## config.mk

```make
export PLATFORM = sky130hd
export DESIGN_NAME = lector_secuencia_corte
export DESIGN_NICKNAME = d
export VERILOG_FILES = /design/src/rtl/lector_secuencia_corte_pkg.sv /design/src/rtl/contador_latencia_lectura.sv /design/src/rtl/lector_secuencia_corte.sv
export SDC_FILE = /design/constraint.sdc
export NUM_CORES = 1
export LEC_CHECK = 0
export BUFFER_PORTS_ARGS = -buffer_cell sky130_fd_sc_hd__buf_4
export CAP_MARGIN = 20
export CORE_MARGIN = 3
export CORE_UTILIZATION = 35
export DETAILED_ROUTE_END_ITERATION = 8
export HOLD_SLACK_MARGIN = 0.05
export PLACE_DENSITY = 0.58
export SYNTH_ARGS = -nofsm -noshare
export SYNTH_HDL_FRONTEND = slang
export SYNTH_SLANG_ARGS = --single-unit
```

## constraint.sdc

```tcl
create_clock -name clock -period 2.3 [get_ports clock]
set_input_delay 0.115 -clock clock [delete_from_list [all_inputs] [get_ports clock]]
set_output_delay 0.115 -clock clock [all_outputs]
set_load 0.01 [all_outputs]
```

## src/rtl/lector_secuencia_corte_pkg.sv

```systemverilog
// Shared constants and types for the 512 x 12 cut-program memory.
// Used by the sequence reader and by the memory loader.
package lector_secuencia_corte_pkg;

  localparam int unsigned ANCHO_DIRECCION = 9;
  localparam int unsigned ANCHO_DATO      = 12;
  localparam int unsigned ANCHO_LATENCIA  = 2;
  localparam int unsigned ANCHO_PALABRAS  = 10;

  localparam logic [ANCHO_DATO-1:0]      MARCA_FIN     = 12'hFFF;
  localparam logic [ANCHO_DIRECCION-1:0] DIRECCION_MAX = 9'd511;
  localparam logic [ANCHO_PALABRAS-1:0]  PALABRAS_MAX  = 10'd1023;

  typedef enum logic [1:0] {
    REPOSO  = 2'd0,
    ESPERA  = 2'd1,
    ENTREGA = 2'd2,
    FIN     = 2'd3
  } estado_t;

  function automatic logic es_direccion_final(input logic [ANCHO_DIRECCION-1:0] direccion);
    return direccion == DIRECCION_MAX;
  endfunction

endpackage

```

## src/rtl/contador_latencia_lectura.sv

```systemverilog
// Read-latency down-counter: loads READ_LATENCY, decrements to zero, flags zero.
// Shared with the loader's read-back path.
module contador_latencia_lectura
  import lector_secuencia_corte_pkg::*;
#(
  parameter int unsigned READ_LATENCY = 1
) (
  input  logic clock,
  input  logic reset,
  input  logic i_cargar,
  input  logic i_decrementar,
  output logic o_cero
);

  localparam logic [ANCHO_LATENCIA-1:0] CARGA = READ_LATENCY[ANCHO_LATENCIA-1:0];

  logic [ANCHO_LATENCIA-1:0] r_cuenta;

  // NOTE: sequential state uses non-blocking assignments so every register
  // samples the pre-edge values, independent of block ordering.
  always_ff @(posedge clock or negedge reset) begin
    if (!reset) begin
      r_cuenta <= '0;
    end else if (i_cargar) begin
      r_cuenta <= CARGA;
    end else if (i_decrementar && (r_cuenta != '0)) begin
      r_cuenta <= r_cuenta - 1'b1;
    end
  end

  assign o_cero = (r_cuenta == '0);

endmodule

```

## src/rtl/lector_secuencia_corte.sv

```systemverilog
// Read-side initiator for the cut-program memory: walks upward from a start
// address, hands words downstream until the 12'hFFF marker or an address wrap.
// Optional word counter output enabled by CONTADOR_PALABRAS_EN.
module lector_secuencia_corte
  import lector_secuencia_corte_pkg::*;
#(
  parameter int unsigned READ_LATENCY = 1
) (
  input  logic                       clock,
  input  logic                       reset,
  input  logic                       iniciar,
  input  logic [ANCHO_DIRECCION-1:0] direccion_inicio,
  output logic                       leer_escribir_memoria,
  output logic [ANCHO_DIRECCION-1:0] direccion_memoria,
  input  logic [ANCHO_DATO-1:0]      dato_leer_memoria,
  input  logic                       corte_terminado,
  output logic [ANCHO_DATO-1:0]      dato_salida,
  output logic                       dato_valido,
  input  logic                       dato_aceptado,
  output logic                       ocupado,
  output logic                       terminado,
  output logic                       error_desborde
`ifdef CONTADOR_PALABRAS_EN
  ,
  output logic [ANCHO_PALABRAS-1:0]  palabras_leidas
`endif
);

  estado_t                    r_estado;
  logic [ANCHO_DIRECCION-1:0] r_direccion;
  logic [ANCHO_DATO-1:0]      r_dato;
  logic                       r_valido;
  logic                       r_ocupado;
  logic                       r_terminado;
  logic                       r_desborde;

  logic w_inicio;
  logic w_transferencia;
  logic w_cargar;
  logic w_decrementar;
  logic w_cero;

  assign w_inicio        = (r_estado == REPOSO) && iniciar;
  assign w_transferencia = (r_estado == ENTREGA) && r_valido && dato_aceptado;
  assign w_cargar        = w_inicio || (w_transferencia && !es_direccion_final(r_direccion));
  assign w_decrementar   = (r_estado == ESPERA) && !w_cero;

  contador_latencia_lectura #(
    .READ_LATENCY (READ_LATENCY)
  ) u_contador_latencia (
    .clock         (clock),
    .reset         (reset),
    .i_cargar      (w_cargar),
    .i_decrementar (w_decrementar),
    .o_cero        (w_cero)
  );

  always_ff @(posedge clock or negedge reset) begin
    if (!reset) begin
      r_estado    <= REPOSO;
      r_direccion <= '0;
      r_dato      <= '0;
      r_valido    <= 1'b0;
      r_ocupado   <= 1'b0;
      r_terminado <= 1'b0;
      r_desborde  <= 1'b0;
    end else begin
      r_terminado <= 1'b0;
      case (r_estado)
        REPOSO: begin
          if (iniciar) begin
            r_direccion <= direccion_inicio;
            r_desborde  <= 1'b0;
            r_ocupado   <= 1'b1;
            r_estado    <= ESPERA;
          end
        end
        ESPERA: begin
          // The end marker is consumed here and never reaches the cutter.
          if (w_cero) begin
            if (corte_terminado) begin
              r_terminado <= 1'b1;
              r_estado    <= FIN;
            end else begin
              r_dato   <= dato_leer_memoria;
              r_valido <= 1'b1;
              r_estado <= ENTREGA;
            end
          end
        end
        ENTREGA: begin
          if (w_transferencia) begin
            r_valido <= 1'b0;
            if (es_direccion_final(r_direccion)) begin
              r_desborde  <= 1'b1;
              r_direccion <= '0;
              r_terminado <= 1'b1;
              r_estado    <= FIN;
            end else begin
              r_direccion <= r_direccion + 1'b1;
              r_estado    <= ESPERA;
            end
          end
        end
        FIN: begin
          r_ocupado <= 1'b0;
          r_estado  <= REPOSO;
        end
        default: begin
          r_valido  <= 1'b0;
          r_ocupado <= 1'b0;
          r_estado  <= REPOSO;
        end
      endcase
    end
  end

  assign leer_escribir_memoria = 1'b0;
  assign direccion_memoria     = r_direccion;
  assign dato_salida           = r_dato;
  assign dato_valido           = r_valido;
  assign ocupado               = r_ocupado;
  assign terminado             = r_terminado;
  assign error_desborde        = r_desborde;

`ifdef CONTADOR_PALABRAS_EN
  logic [ANCHO_PALABRAS-1:0] r_palabras;

  // Holds after FIN so the count can be read until the next start.
  always_ff @(posedge clock or negedge reset) begin
    if (!reset) begin
      r_palabras <= '0;
    end else if (w_inicio) begin
      r_palabras <= '0;
    end else if (w_transferencia && (r_palabras != PALABRAS_MAX)) begin
      r_palabras <= r_palabras + 1'b1;
    end
  end

  assign palabras_leidas = r_palabras;
`endif

endmodule

```

**After elaboration in Yosys (flattened, before gate mapping)**

Index checks and enable logic that the tools add are counted.

- Input port bits: 26
- Register bits: 29
- Logic and storage cells: 69
- Output and inout port bits: 26

- Eq/ne operators: 9
- Bitwise operators: 1
- Reduce and logical (&&, ||, !) cells: 22
- Add/sub/neg operators: 2
- Multiplexer cells: 27

Operator list:

| cell | count |
|---|---|
| $mux 9 | 3 |
| $pmux 9 s2 | 1 |
| $mux 1 | 12 |
| $mux 2 | 6 |
| $reduce_bool 2->1 | 5 |
| $add 9x1->9 const B | 1 |
| $eq 9x9->1 const B | 1 |
| $reduce_and 3->1 | 3 |
| $ne 2x2->1 const B | 4 |
| $pmux 1 s2 | 4 |
| $pmux 2 s4 | 1 |
| $reduce_and 4->1 | 2 |
| $logic_and 1x1->1 | 6 |
| $eq 2x2->1 const B | 2 |
| $logic_not 2->1 | 2 |
| $eq 2x1->1 const B | 1 |
| $logic_not 1->1 | 2 |
| $ne 2x1->1 const B | 1 |
| $reduce_and 2->1 | 1 |
| $sub 2x1->2 const B | 1 |
| $logic_or 1x1->1 | 1 |
| $not 1->1 | 1 |

**Depth between registers and ports, before layout**

Gate-level depths: netlist of the first run.

- Depth after elaboration: 6
- Mapped depth: 8
- Gate-level depth less buffers: 8

**Modules after synthesis**

A second synthesis of the first run with hierarchy kept.

- Cells, all modules: 149
- Area total of the unflattened synthesis: 1540.2 um^2

Modules (own cells, without submodules):

| module | area an instance (um^2) | cells each | instances | seq. area each (um^2) |
|---|---|---|---|---|
| lector_secuencia_corte | 1423.9 | 138 | 1 | 675.6 |
| contador_latencia_lectura | 116.4 | 11 | 1 | 50.0 |

**Worst setup path after synthesis of the first run**

No wires, ideal clock.

- Path kind: register -> register
- Start: register r_direccion[0] (netlist: direccion_memoria[0])
- End: register r_direccion[7] (netlist: direccion_memoria[7])
- Setup time: 87 ps
- Path slack: 223 ps
- Clock period less this slack: 2077 ps
- Buffers on the path: 0
- Cell stages (with the launch flop): 9
- Data required time: 2213 ps
- Arrival time: 1990 ps
- Cells stage by stage: dfrtp_1 ha_1 nand3_1 nor3_1 ha_1 nand4b_1 or2_4 or3_1 o211ai_1

- Word-level cells in the longest chain between the ends: 4
- Elaborated cells between the ends (all ways): 5
- Those cells by class: add/sub (1); eq/ne (1); mux (3)

RTL lines:

| what | line | source |
|---|---|---|
| from (decl) | lector_secuencia_corte.sv:30 | `logic [ANCHO_DIRECCION-1:0] r_direccion;` |
| from (signal assigned) | lector_secuencia_corte.sv:72 | `r_direccion <= direccion_inicio;` |
| from (signal assigned) | lector_secuencia_corte.sv:100 | `r_direccion <= r_direccion + 1'b1;` |
| $add 9x1->9 or $eq 9x9->1 (tied branches) | lector_secuencia_corte.sv:100, lector_secuencia_corte_pkg.sv:22 |  |
| $mux 9 * | lector_secuencia_corte.sv:94 | `if (es_direccion_final(r_direccion)) begin` |
| $mux 9 * | lector_secuencia_corte.sv:92 | `if (w_transferencia) begin` |
| $pmux 9 s2 * | lector_secuencia_corte.sv:69 | `case (r_estado)` |

Every way passes the cells marked *; elsewhere a longest branch is shown, timed or not. The select of a mux whose other input is x is not followed.
A chain may end at the register's enable or synchronous reset.

**Final worst setup path of the first run**

Same ends and word-level chain as after synthesis.

==> out/results.tsv, run 1 <==
metric	value	unit
status	complete, no violations	
final_cells	247	
power-per-cell-area	1280	nW/um^2
power.total	2.63	mW
dp.final_hpwl	2.58	mm
start_kind	flop	
crit_chain	ha_1, nand3_1, nor3_1, ha_1, nand4b_1, or2_4, or3_1, o211ai_1	
vias	1247	
coreArea	4090	sq um
grt_pass1_wl	5.83	mm
syn_nets	173	
rsz0062_at_grt	no	
hold_viol	0	
yosysUniqueCellTypes	38	
design.die.area	5120	sq um
report.final.setup_viol	0	
drive_above_1_share	40.1	%
cpMostUsedCell	ha_1	
drtPass1Iterations	4	
rows	23	
dpl_cell_area	1940	sq um
synth_top_area_share	48.3	%
drc	0	
p_leak	0.986	nW
synth_area_leaders	dfrtp_1 48%, mux2_2 9.0%, ha_1 6.7%	
synth_edf_count	0	
ctsHtreeMaxLevel	2	
vdd_ir_drop_max	0.511	mV
synth_area_leader_cell	dfrtp_1	
ys_seq_elements	29	
place.gp.congestion	0.860	
die_h	71.6	um
grtUsageTotal	14.1	%
ant_nets	0	
cts-root-buf	clkbuf_8	
cts_buffers	5	
syn_area_per_cell	10.8	sq um
cp.arrival	2340	ps
grt_pass1_vias	1253	
critPathMaxStageDelay	440	ps
wire_per_inst	13.7	um
path_class	reg2reg	
drv_slew	0	
clkSlewWorstSetupHoldPaths	70	ps
area_growth	36.1	%
initial_core_util	36.8	%
io_pins	52	
hold_path.class	in2reg	
clkLatencyLatePin	280	ps
clock-sinks	29	
grt_start_max_net_pins	30	
post_cts_buffers	0	
clock.fmax	0.466	GHz
final.period_utilization	93.3	%
critPathTopFamily	simple AND/OR/NAND/NOR gates	
cts_tree	done	
num_antenna_cells	0	
synth_area	1500	sq um
cp_max_fo	6	
vias_per_cell	5.05	
seq_area_frac_synth	48.3	%
antenna_found_initial	0	
worstMarginPinSlew	585	ps
period_minus_slack	2150	ps
setup_ws	155	ps
cap_violations	0	
final_nets	230	
synth-main-ff-cell	dfrtp_1	
place_inst	238	
gr-total-overflow	0	
preCtsSetupSlack	198	ps
drt_wl_total	3.38	mm
synthCells	139	
slew_headroom	60.9	%
setup_tns	0	ps
cts_max_path_buffers	2	
async_reset_ff_share	100	%
endpoint_kind	flop	
drt_iter0_markers	33	
slowest_stage	dfrtp_1	
required	2490	ps
crit_buf_inv	0	
yosysWarnings	0	
finClkSkew	6.98	ps
cts_resized	0	
finish.instance_area	2050	sq um
chipWidth	71.6	um
portBuffers	50	
[metrics by stage]
stage | util, % | hold slack, ps
after global placement | 47.4 | 59.0
after detailed placement | 47.4 | 66.0
after global routing | 50.1 | 62.1
after CTS | 50.1 | 58.8
final | 50.1 | 64.2
after floorplan | - | -181
[repair_timing]
item | CTS | global route
endpoints found under the hold margin | 29 | 0
endpoints found under the setup margin | 0 | 0
hold buffers | 1 | 0
[sequential cells by signal, indices dropped and copies added (netlist names)]
name,flops
terminado,1
r_estado,2
u_contador_latencia.r_cuenta,2
dato_salida,12
ocupado,1
dato_valido,1
direccion_memoria,9
error_desborde,1
[final timing paths]
path                                      start                              end  slack [ps]  cells after the start
min reg2reg                      error_desborde                   error_desborde         510                      2
min                         direccion_inicio[5]             direccion_memoria[5]          60                      3
max in group asynchronous                 reset  u_contador_latencia.r_cuenta[0]        1720                      2
min in group asynchronous                 reset                   dato_salida[7]         310                      2
max                        direccion_memoria[0]             direccion_memoria[7]         150                      8
max reg2reg                direccion_memoria[0]             direccion_memoria[7]         150                      8
[final cells by class]
class / instances / area [sq um]
fillers: 402 / 2040
flip-flops and latches: 29 / 726
multi-input cells: 99 / 723
repair buffers: 54 / 408
clock buffers: 7 / 96.3
well taps: 50 / 62.6
inverters: 7 / 26.3
clock inverters: 1 / 5.00
[routing by layer]
metal | up-vias | track usage [%] | wire [um]
met3 | 2 | 4.21 | 321
met5 | - | 0 | 0
met1 | 591 | 18.2 | 1500
li1 | 609 | - | -
met4 | 0 | 4.38 | 6
met2 | 45 | 22.8 | 1560
[cell families after synthesis]
kind of cell,share of synthesized area [%]
simple gates,17.6
flops,48.3
compound gates,12.0
mux,11.0
buf+inv,3.66
fa+ha+maj,6.66
other cells,0.249
xor+xnor,0.582
[cell usage in the layout (no fill, tap or decap), types with 3 or more instances in the layout]
| cell type | count |
|---|---|
| buf_4 | 53 |
| dfrtp_1 | 29 |
| nand2_1 | 13 |
| mux2_2 | 12 |
| ha_1 | 8 |
| inv_1 | 7 |
| nand3_1 | 7 |
| a21oi_1 | 7 |
| clkbuf_8 | 7 |
| nor2_1 | 6 |
| o21ai_0 | 5 |
| a221o_1 | 4 |
| nor3_1 | 3 |
| mux2i_1 | 3 |
| or3_1 | 3 |
[worst register-to-register path, delay by kind of cell, from the launching register on]
| kind | cells | cell delay (ps) |
|---|---|---|
| AND/OR/NAND/NOR | 5 | 1030 |
| flip-flops | 1 | 440 |
| adder cells (fa/ha/maj) | 2 | 510 |
| AO/OA/AOI/OAI | 1 | 80 |
[cells in the mapped netlist (3+ instances only)]
cell type  instances
a21oi_1            7
a221o_1            4
dfrtp_1           29
ha_1               8
inv_1              7
mux2_2            12
mux2i_1            3
nand2_1           13
nand3_1            7
nor2_1             6
nor3_1             3
o21ai_0            5
or3_1              3
[where the power goes]
part | switching, mW | total, mW | internal [mW]
logic | 0.607 | 1.26 | 0.653
clock network | 0.186 | 0.456 | 0.270
registers | 0.174 | 0.913 | 0.740
total | 0.967 | 2.63 | 1.66
(Power assumes the default switching activity.)
==> inputs of run 2 (changes only) <==
- ABC_AREA: default -> 1
==> run 2 against run 1 <==
  * Synthesized cell count rose by 52%
  * Flip-flop and latch count did not move
  * Clock power fell by 13%
  * First-iteration DRC count rose by 97%
  * Power fell by 1.1%
  * Register-to-register slack improved by 160 ps
  * Hold slack improved by 35 ps
  * Sequential share of layout area fell by 2.9 points
  * Cell count rose by 34%
  * Via count rose by 20%
  * Fmax rose by 7.9%
  * Area after synthesis rose by 5.6%
  * Critical path type unchanged
  * Largest cell class is now multi-input gates
==> out/results.tsv, run 2 <==
metric	value	unit
status	complete, no violations	
grtUsageTotal	15.4	%
synth_top_family_by_area	simple AND/OR/NAND/NOR gates	
fin_util	53.4	%
cap_violations	0	
cts_buffers	5	
critPathMaxStageDelay	420	ps
required	2470	ps
io_pins	52	
portBuffers	50	
seq_area_frac_synth	45.7	%
finClkSkew	6.95	ps
place_inst	309	
min_from	direccion_inicio[8]	
min_to	direccion_memoria[8]	
coreArea	4170	sq um
synth_common_cells	83 x nand2_1, 29 x dfrtp_1, 26 x inv_1	
synth.area.mux_share	0	%
synth_fa_ha_area_share	6.30	%
ctsHtreeMaxLevel	2	
synth_compound_area_share	8.35	%
final.period_utilization	86.4	%
layout_common_cells	83 x nand2_1, 51 x buf_4, 29 x dfrtp_1, 26 x inv_1, 18 x nor2_1	
grt_pass1_wl	6.53	mm
start_kind	flop	
wl_met2	1.74	mm
area_growth	40.3	%
cts_max_path_buffers	2	
fillCellCount	410	
clkSlewWorstSetupHoldPaths	70	ps
endpoint_kind	flop	
cp_max_fo	6	
highest_layer	met4	
synth_area	1590	sq um
crit_chain	ha_1, nand2_1, inv_1, nand3_1, nor3_1, ha_1, inv_1, nand2_1, inv_1, nand2_1, o21ai_0, nand2_1, nand2_1	
ant_nets	0	
power-per-cell-area	1170	nW/um^2
clkLatencyLatePin	270	ps
place.gp.congestion	0.791	
path_class	reg2reg	
vias_per_cell	4.52	
synth.most_common_cell	nand2_1	
yosysUniqueCellTypes	23	
period_minus_slack	1990	ps
final_common_cell	nand2_1	
drive_above_1_share	22.9	%
synth_area_leaders	dfrtp_1 46%, nand2_1 20%, ha_1 6.3%	
dp.final_hpwl	2.74	mm
r2r_start	direccion_memoria[1]	
grt_pass1_vias	1467	
critPathTopFamily	simple AND/OR/NAND/NOR gates	
synth_area_leader_cell	dfrtp_1	
cp.arrival	2160	ps
drc	0	
synth-main-ff-cell	dfrtp_1	
reg2reg_slack	310	ps
report.final.setup_viol	0	
clock-sinks	29	
syn_nets	245	
hold_viol	0	
clock.fmax	0.503	GHz
yosys.area_share.simple	31.9	%
final_cells	330	
drt-met1-wl	1.75	mm
grt_start_max_net_pins	30	
hold_ws	99.3	ps
antenna_found_initial	0	
cts_resized	0	
rows	23	
yosysWarnings	0	
vdd_ir_drop_max	0.492	mV
crit_buf_inv	3	
synthCells	211	
reg2reg_depth	13	
ys_seq_elements	29	
cts_tree	done	
drtPass1Iterations	4	
synth-xor-area-share	0	%
synth_top_area_share	45.7	%
rsz0062_at_grt	no	
die_h	73.4	um
hold_path.class	in2reg	
cts-root-buf	clkbuf_8	
async_reset_ff_share	100	%
dr_wl_met3	257	um
p_leak	1.23	nW
drt_wl_total	3.75	mm
setup_tns	0	ps
path_depth	13	
largest_reg_flops	12	
syn_area_per_cell	7.52	sq um
rr_endpoint	direccion_memoria[2]	
wire_per_inst	11.4	um
design.die.area	5380	sq um
min_path_cells	3	
drv_slew	0	
chipWidth	73.4	um
final_nets	313	
initial_core_util	38.1	%
finish.instance_area	2230	sq um
cpMostUsedCell	nand2_1	
vias	1492	
num_antenna_cells	0	
synth_edf_count	0	
drt_iter0_markers	65	
gr-total-overflow	0	
slowest_stage	dfrtp_1	
dpl_cell_area	2020	sq um
## run 2: cell types whose count changed after synthesis, sizes merged, moves of 4 or more
cell | previous run | this run
o21ai | 5 | 11
mux2 | 12 | 0
nor2 | 6 | 19
nand2 | 13 | 85
inv | 7 | 27
a221o | 4 | 0
## run 2: what timing repair did
| item | in CTS | in global routing |
|---|---|---|
| hold endpoints to repair | 41 | 0 |
| hold buffers | 13 | 0 |
| buffers inserted | 0 | 0 |
## run 2: per-layer routing
layer / vias to the layer above / GRT usage [%]
met5: - / 0
met4: 0 / 3.42
met3: 2 / 5.06
met2: 42 / 24.4
met1: 659 / 20.4
li1: 789 / -
## run 2: cell families after synthesis
family,after synthesis
DFF,29
other,1
AOI/OAI and AO/OA,24
adders and majority gates,8
buffers and inverters,30
and+or+nand+nor,119
## run 2: worst register-to-register path: cells and delay by family (launching register included)
| kind | cells | cell delay [ps] |
|---|---|---|
| adder cells (fa/ha/maj) | 2 | 430 |
| AO/OA/AOI/OAI | 1 | 70 |
| flip-flops | 1 | 420 |
| AND/OR/NAND/NOR | 7 | 710 |
| buffers and inverters | 3 | 280 |
## run 2: metrics by stage
stage                     total power, mW  setup slack [ps]
final                                2.60               312
after global routing                 2.87              24.2
after CTS                            2.64               312
after detailed placement             2.21               322
after global placement               2.20               407
after floorplan                      1.69               529
## run 2: layout make-up
cell class / count / area, sq um / share of cell area, %
clock buffer: 6 / 72.6 / 3.26
timing repair buffer: 64 / 513 / 23.0
sequential: 29 / 726 / 32.6
inverter: 27 / 101 / 4.55
clock inverter: 2 / 10.0 / 0.449
multi-input combinational: 152 / 743 / 33.4
tap: 50 / 62.6 / 2.81
## run 2: how the worst max path moves through the flow
| stage | from | end | slack [ps] |
|---|---|---|---|
| 6_report | direccion_memoria[1] | direccion_memoria[2] | 310 |
| 5_1_grt | direccion_memoria[1] | direccion_memoria[2] | 20 |
| 4_1_cts | direccion_memoria[1] | direccion_memoria[2] | 310 |
| 3_5_place_dp | direccion_memoria[1] | direccion_memoria[2] | 320 |
| 3_3_place_gp | direccion_memoria[0] | direccion_memoria[2] | 410 |
| 2_1_floorplan | direccion_memoria[1] | direccion_memoria[8] | 530 |
## run 2: power by group
part / internal [mW] / switching (mW) / leakage, nW
registers: 0.733 / 0.185 / 0.363
clock network: 0.209 / 0.186 / 0.0450
logic: 0.568 / 0.721 / 0.826
total: 1.51 / 1.09 / 1.23
